===== config.mk =====
export PLATFORM = sky130hd
export DESIGN_NAME = ccff_bitstream_loader
export DESIGN_NICKNAME = d
export VERILOG_FILES = /design/src/rtl/ccff_bitstream_loader.sv
export SDC_FILE = /design/constraint.sdc
export NUM_CORES = 1
export LEC_CHECK = 0
export ABC_AREA = 0
export ABC_CLOCK_PERIOD_IN_PS = 1800
export BUFFER_PORTS_ARGS = -buffer_cell sky130_fd_sc_hd__buf_4
export CORE_MARGIN = 8
export CORE_UTILIZATION = 49
export DETAILED_ROUTE_END_ITERATION = 8
export PLACE_DENSITY_LB_ADDON = 0.08
export SYNTH_ARGS = -nofsm -noshare
export SYNTH_HDL_FRONTEND = slang
export SYNTH_SLANG_ARGS = --single-unit

===== constraint.sdc =====
create_clock -name prog_clock -period 1.8 [get_ports prog_clock]
set_input_delay 0.27 -clock prog_clock [delete_from_list [all_inputs] [get_ports prog_clock]]
set_output_delay 0.27 -clock prog_clock [all_outputs]
set_load 0.005 [all_outputs]

===== src/rtl/ccff_bitstream_loader.sv =====
// ccff_bitstream_loader: configuration controller that streams one bit per chain
// into the fabric's ccff heads and then signals cfg_done once the chains settle.
//
// Optional feature macro: CCFF_LOADER_CRC_EN
//   Adds port crc_expected[15:0] and checks a CRC-16-CCITT (poly 0x1021,
//   init 0xFFFF, MSB first, data zero-extended to whole bytes) before DONE.
//
// Flow: IDLE -start-> LOAD -CHAIN_LEN words-> SETTLE -SETTLE_CYCLES-> DONE
//       LOAD -stall timeout-> ERROR (also SETTLE -CRC mismatch-> ERROR)
//       abort returns to IDLE from anywhere; start re-enters LOAD from
//       IDLE, DONE or ERROR.
module ccff_bitstream_loader #(
   parameter int NUM_CHAINS    = 10,
   parameter int CHAIN_LEN     = 4096,
   parameter int CNT_W         = 16,
   parameter int SETTLE_CYCLES = 4,
   parameter int TIMEOUT       = 1024
) (
   input  logic                  prog_clock,
   input  logic                  global_resetn,
   input  logic                  start,
   input  logic                  abort,
   input  logic [NUM_CHAINS-1:0] bs_data,
   input  logic                  bs_valid,
`ifdef CCFF_LOADER_CRC_EN
   input  logic [15:0]           crc_expected,
`endif
   output logic                  bs_ready,
   output logic [NUM_CHAINS-1:0] ccff_head,
   output logic                  ccff_shift_en,
   output logic                  cfg_busy,
   output logic                  cfg_done,
   output logic                  cfg_err,
   output logic [CNT_W-1:0]      word_count
);

   // Stall counter only needs to reach TIMEOUT; keep at least one bit so the
   // TIMEOUT=0 (disabled) build still has a legal vector.
   localparam int ST_W = (TIMEOUT > 0) ? $clog2(TIMEOUT + 1) : 1;
   // Settle counter runs 0 .. SETTLE_CYCLES-1.
   localparam int SC_W = (SETTLE_CYCLES > 1) ? $clog2(SETTLE_CYCLES) : 1;

   localparam logic [CNT_W-1:0] LAST_WORD   = CNT_W'(CHAIN_LEN - 1);
   localparam logic [ST_W-1:0]  STALL_LIMIT = ST_W'(TIMEOUT);
   localparam logic [SC_W-1:0]  SETTLE_LAST = SC_W'(SETTLE_CYCLES - 1);

   typedef enum logic [2:0] {
      IDLE   = 3'd0,
      LOAD   = 3'd1,
      SETTLE = 3'd2,
      DONE   = 3'd3,
      ERROR  = 3'd4
   } state_t;

   state_t                  state, state_nxt;
   logic [NUM_CHAINS-1:0]   head_nxt;
   logic                    shift_nxt;
   logic                    done_nxt;
   logic                    err_nxt;
   logic [CNT_W-1:0]        wc_nxt;
   logic [ST_W-1:0]         stall_cnt, stall_nxt;
   logic [SC_W-1:0]         settle_cnt, settle_nxt;
   logic                    hs;

`ifdef CCFF_LOADER_CRC_EN
   localparam int CRC_BITS = ((NUM_CHAINS + 7) / 8) * 8;

   logic [15:0] crc, crc_nxt;

   // One word of CRC-16-CCITT, bit-serial, most significant bit first.
   function automatic logic [15:0] crc_word(input logic [15:0]         c,
                                            input logic [CRC_BITS-1:0] d);
      logic [15:0] r;
      logic        fb;
      r = c;
      for (int i = CRC_BITS - 1; i >= 0; i--) begin
         fb = r[15] ^ d[i];
         r  = {r[14:0], 1'b0} ^ (fb ? 16'h1021 : 16'h0000);
      end
      return r;
   endfunction
`endif

   // Ready is a pure function of state so the source sees it without delay.
   assign bs_ready = (state == LOAD);
   assign hs       = bs_valid & bs_ready;
   assign cfg_busy = (state == LOAD) || (state == SETTLE);

   // Next-state and next-register values; defaults hold everything except
   // the shift strobe, which is a single-cycle pulse per accepted word.
   always_comb begin
      state_nxt  = state;
      head_nxt   = ccff_head;
      shift_nxt  = 1'b0;
      done_nxt   = cfg_done;
      err_nxt    = cfg_err;
      wc_nxt     = word_count;
      stall_nxt  = stall_cnt;
      settle_nxt = settle_cnt;
`ifdef CCFF_LOADER_CRC_EN
      crc_nxt    = crc;
`endif
      if (abort) begin
         // Error flag is deliberately kept so software can still see why.
         state_nxt = IDLE;
         done_nxt  = 1'b0;
      end else begin
         case (state)
            IDLE, DONE, ERROR: begin
               if (start) begin
                  state_nxt = LOAD;
                  wc_nxt    = '0;
                  err_nxt   = 1'b0;
                  done_nxt  = 1'b0;
                  stall_nxt = '0;
`ifdef CCFF_LOADER_CRC_EN
                  crc_nxt   = 16'hFFFF;
`endif
               end
            end
            LOAD: begin
               if (hs) begin
                  head_nxt  = bs_data;
                  shift_nxt = 1'b1;
                  wc_nxt    = word_count + 1'b1;
                  stall_nxt = '0;
`ifdef CCFF_LOADER_CRC_EN
                  crc_nxt   = crc_word(crc, CRC_BITS'(bs_data));
`endif
                  if (word_count == LAST_WORD) begin
                     state_nxt  = SETTLE;
                     settle_nxt = '0;
                  end
               end else if (TIMEOUT > 0) begin
                  stall_nxt = stall_cnt + 1'b1;
                  if (stall_nxt >= STALL_LIMIT) begin
                     state_nxt = ERROR;
                     err_nxt   = 1'b1;
                  end
               end
            end
            SETTLE: begin
               if (settle_cnt == SETTLE_LAST) begin
`ifdef CCFF_LOADER_CRC_EN
                  if (crc == crc_expected) begin
                     state_nxt = DONE;
                     done_nxt  = 1'b1;
                  end else begin
                     state_nxt = ERROR;
                     err_nxt   = 1'b1;
                  end
`else
                  state_nxt = DONE;
                  done_nxt  = 1'b1;
`endif
               end else begin
                  settle_nxt = settle_cnt + 1'b1;
               end
            end
            default: state_nxt = IDLE;
         endcase
      end
   end

   // State register.
   always_ff @(posedge prog_clock or negedge global_resetn) begin
      if (!global_resetn) state <= IDLE;
      else                state <= state_nxt;
   end

   // Datapath and status registers; reset discards any load in progress.
   always_ff @(posedge prog_clock or negedge global_resetn) begin
      if (!global_resetn) begin
         ccff_head     <= '0;
         ccff_shift_en <= 1'b0;
         cfg_done      <= 1'b0;
         cfg_err       <= 1'b0;
         word_count    <= '0;
         stall_cnt     <= '0;
         settle_cnt    <= '0;
`ifdef CCFF_LOADER_CRC_EN
         crc           <= 16'hFFFF;
`endif
      end else begin
         ccff_head     <= head_nxt;
         ccff_shift_en <= shift_nxt;
         cfg_done      <= done_nxt;
         cfg_err       <= err_nxt;
         word_count    <= wc_nxt;
         stall_cnt     <= stall_nxt;
         settle_cnt    <= settle_nxt;
`ifdef CCFF_LOADER_CRC_EN
         crc           <= crc_nxt;
`endif
      end
   end

endmodule

Word-level counts from Yosys, hierarchy flattened
Cells that the tools add are included.
W data, S select, Z words.
{"block": "totals", "word_cells": 70, "regBits": 45}
{"block": "op_classes", "n_reduce_logical": 13, "mux": 27, "eq_ne": 16, "n_addsub": 3, "order_cmp": 1, "n_bitwise": 2}
{"operator": "$mux W16", "n": 2}
{"operator": "$pmux W16 S2", "n": 1}
{"operator": "$mux W11", "n": 2}
{"operator": "$pmux W11 S2", "n": 1}
{"operator": "$mux W3", "n": 6}
{"operator": "$add A16 B1 Y16 const B", "n": 1}
{"operator": "$eq A16 B12 Y1 const B", "n": 1}
{"operator": "$add A11 B1 Y11 const B", "n": 1}
{"operator": "$ge A11 B11 Y1 const B", "n": 1}
{"operator": "$reduce_and A5 Y1", "n": 2}
{"operator": "$pmux W3 S3", "n": 1}
{"operator": "$reduce_and A3 Y1", "n": 3}
{"operator": "$mux W1", "n": 8}
{"operator": "$reduce_and A4 Y1", "n": 2}
{"operator": "$eq A3 B2 Y1 const B", "n": 2}
{"operator": "$mux W2", "n": 3}
{"operator": "$ne A2 B1 Y1 const B", "n": 3}
{"operator": "$ne A2 B2 Y1 const B", "n": 3}
{"operator": "$ne A4 B2 Y1 const B", "n": 1}
{"operator": "$ne A4 B3 Y1 const B", "n": 1}
{"operator": "$pmux W1 S2", "n": 2}
{"operator": "$pmux W2 S2", "n": 1}
{"operator": "$reduce_bool A2 Y1", "n": 2}
{"operator": "$eq A3 B1 Y1 const B", "n": 1}
{"operator": "other kinds (11)", "n": 11}

Depth between registers and ports, before layout
{"block": "depth", "depth_word": 6, "ltp_mapped": 8, "mapped_depth_nobuf": 6}

Worst setup path after synthesis
OpenSTA, ideal clock, no wires.
{"block": "synth_timing", "kind": "register to register", "startpoint": "reg word_count[0]", "endpoint": "reg settle_cnt[0]", "t_required_ps": 1675, "setup_time_ps": 125, "path_slack_ps": -171, "t_arrival_ps": 1846, "stages_incl_launch_ff": 6, "cell_sequence": "dfrtp_1 -> ha_1 -> nor4bb_1 -> nand4_1 -> a2111oi_2 -> mux2_2"}
{"block": "synth_via", "elab_chain_len": 3}
{"item": "start, declared", "line_no": "34", "rtl": "output logic [CNT_W-1:0] word_count"}
{"item": "start signal, assigned", "line_no": "189", "rtl": "word_count <= wc_nxt;"}
{"item": "$eq A16 B12 Y1", "line_no": "130", "rtl": "if (word_count == LAST_WORD) begin"}
{"item": "$ne A2 B1 Y1 (no line)"}
{"item": "$reduce_and A5 Y1 (no line)"}
{"item": "end signal, assigned", "line_no": "191", "rtl": "settle_cnt <= settle_nxt;"}
{"item": "end, declared", "line_no": "62", "rtl": "logic [SC_W-1:0] settle_cnt, settle_nxt;"}
No other way between the ends.
A chain may end at the register's enable or synchronous reset.

Final worst setup path
{"block": "layout_timing", "startpoint": "reg word_count[1]", "endpoint": "reg settle_cnt[0]"}
Same word-level chain as after synthesis.

==> results.yml <==
setup_path:
  path_class: "register to register"
  crit_buf_inv: 0
  critPathCaptureType: "register"
  worstPathCellList: "ha_4 -> nor4bb_1 -> nand4_1 -> a2111oi_4 -> mux2_4"
  crit_family: "simple AND/OR/NAND/NOR gates"
  cp_slowest_stage_delay_ps: 410
  crit_slowest_cell: "a2111oi_4"
  crit_fanout: 2
  cp-start-kind: "register"
  critical_path_required_ps: 1980
  crit_arrival_ps: 1990
final_layout:
  nets: 348
  final_util_pct: 70.2
  final_cell_mix: "85 x buf_4, 43 x nand2_1, 42 x dfrtp_1, 26 x nor2_1, 22 x xnor2_1"
  fin_cells: 385
  area_growth_syn_to_layout_pct: 40.2
  drive_above_1_share_pct: 38.7
  diodes: 0
  fillers: 350
  layout_commonest_cell: "buf_4"
sta:
  grt_setup_unrepaired: "true"
  fin_skew_ps: 6.54
  slew_headroom_pct: 60.2
  setup_viol: 1
  drv_slew: 0
  period_share_pct: 101
  worst_pin_slew_ps: 597
  setup_slack_ps: -9.97
  hold_viol: 0
  layout_min_cycle_time_ps: 1810
  fmax_mhz: 552
die:
  start_util_pct: 50.0
  core_area_sq_mm: 0.00466
  die_w_um: 85.0
  core.rowCount: 25
  die_h_um: 85.0
  ios: 46
  die_area_sq_mm: 0.00722
route:
  vias: 2116
  wl_mm: 5.96
  drt-initial-drc-count: 114
  post_drt_wl_per_cell_um: 15.5
  route.detailed.drc: 0
  vias_per_cell: 5.50
  drtAntennaViolNets: 0
  dr.pass1.iters: 4
synth:
  synth_area_leader_cell: "dfrtp_1"
  synth.distinct_cells: 45
  yosys_register_bits: 45
  synth_cells: 246
  synthesis.nets: 264
  synth.top_cell.area_share_pct: 48.3
  synth_area_leaders: "dfrtp_1 48%, xnor2_1 8.3%, nand2_1 6.9%, nor2_1 4.7%, nor4_1 3.0%"
  syn_avg_cell_area_sq_um: 9.48
  synth_area_sq_mm: 0.00233
  yosysWarnings: 0
  yosysSeqAreaShare_pct: 48.3
place:
  gp_congestion: 0.840
  hpwl_mm: 4.22
  placed_cells: 371
  portBuffers: 45
cts:
  cts.clk_slew.worst_paths_ps: 80
  cts.path.max_buffers: 2
  cts-buffers-inserted: 5
  tritoncts: "done"
  htreeDepth: 2
  insertion_delay_ps: 290
  cts_root_buffer: "clkbuf_8"
  clock_sinks: 45
global_routing:
  antenna_found_initial: 0
  grt_first_pass_wirelength_mm: 9.92
  grt.total_usage_pct: 16.8
  grt_pass1_vias: 2206
  overflow: 0
  grt_max_degree: 46
power_and_ir_drop:
  p_seq_share_pct: 37.7
  power.internal_mw: 2.33
  irDropWorstVdd_mv: 0.695
  p_per_area_mw_per_mm2: 1110
  p_leak_nw: 1.51
  power_mw: 3.61
  p_sw_mw: 1.28
  power_frac_comb_pct: 44.4
  p_sw_share_pct: 35.5
  pwr-share-clk_pct: 17.9
job:
  cap_violations: 0
run_status:
  violations: "setup timing"
  status: "finished, violations left"
hold_path:
  hp-class: "input pin to register"
per-stage QoR:
| stage | setup TNS (ps) | area, sq um | hold WS (ps) | setup WS, ps |
|---|---|---|---|---|
| final | -9.97 | 3270 | 159 | -9.97 |
| after detailed placement | -3340 | 2980 | 313 | -231 |
| after CTS | -53.7 | 3170 | 151 | -32.5 |
| after floorplan | 0 | 2360 | -25.6 | 9.19 |
| after global routing | -1030 | 3270 | 150 | -86.5 |
| after global placement | -2400 | 2980 | 314 | -148 |
registers in the layout, indices dropped and copies added (netlist names):
name	cells
cfg_done	1
state	3
ccff_head	10
stall_cnt	11
word_count	16
cfg_err	1
ccff_shift_en	1
settle_cnt	2
cell families (layout without fill, tap and decap cells):
family	after synthesis	in the layout	share of synthesized area (%)
AND/OR/NAND/NOR	130	130	28.9
flip-flops	45	45	48.3
AO/OA/AOI/OAI	26	26	7.67
XOR/XNOR	23	23	8.64
buffers and inverters	16	101	3.54
adder cells (fa/ha/maj)	3	3	1.61
multiplexers	3	3	1.39
worst paths after layout:
check                      slack [ps]  cells after the start           from            end
min reg2reg                       480                      2   ccff_head[6]   ccff_head[6]
max in group asynchronous         860                      2  global_resetn       state[1]
max reg2reg                       -10                      5  word_count[1]  settle_cnt[0]
min in group asynchronous         510                      2  global_resetn   stall_cnt[4]
max                               -10                      5  word_count[1]  settle_cnt[0]
min                               160                      3     bs_data[0]   ccff_head[0]
worst reg2reg max path, stage by stage (launching register included):
cell and delay (ps):
dfrtp_2 390, ha_4 130, nor4bb_1 190, nand4_1 260
a2111oi_4 410, mux2_4 330
power by group through the flow:
stage / Clock (mW) / Combinational [mW] / Sequential, mW
after floorplan: 0 / 0.712 / 1.39
after global placement: 0 / 1.35 / 1.38
after detailed placement: 0 / 1.37 / 1.39
after CTS: 0.670 / 1.51 / 1.36
after global routing: 0.709 / 1.76 / 1.39
final: 0.647 / 1.60 / 1.36
synth_stat cells, drive strengths merged:
cell type / instances
and2: 1
nor2: 29
inv: 4
a22o: 2
nor4bb: 2
nor3b: 4
a31oi: 1
and3: 1
or2b: 2
a21oi: 10
or2: 1
clkbuf: 5
or4: 1
nand2: 43
mux2: 2
a22oi: 2
mux2i: 1
a2111oi: 1
and2b: 2
o31ai: 2
and4bb: 1
a21boi: 1
and4: 2
o211ai: 1
xnor2: 22
nand4: 7
o311ai: 1
dfrtp: 45
nor4: 11
nand3b: 1
nor4b: 6
ha: 3
nor3: 7
xor2: 1
o21ai: 4
nand3: 9
a32o: 1
buf: 7
routing by layer:
metal	share of wire (%)	up-vias	track usage, %	wire (um)
met1	42	1019	19.2	2520
li1	-	1028	-	-
met2	50	65	28.2	2980
met3	7.1	4	6.37	424
met4	0.72	0	5.02	43
met5	0	-	0	0
layout make-up:
class	instances	area (sq um)	share of cell area, %
multi-input combinational	185	1280	39.1
sequential	45	1130	34.5
tap	54	67.6	2.07
timing repair buffer	89	682	20.8
inverter	4	15.0	0.459
clock inverter	2	13.8	0.421
clock buffer	6	82.6	2.52
timing repair:
| action | CTS | global route |
|---|---|---|
| pin swaps | 4 | 3 |
| hold buffers | 1 | 0 |
| hold endpoints to repair | 37 | 0 |
| gates resized for setup | 11 | 18 |
| setup buffers | 5 | 0 |
| setup endpoints to repair | 29 | 27 |
Note: power is estimated with default switching activity, not from simulation.
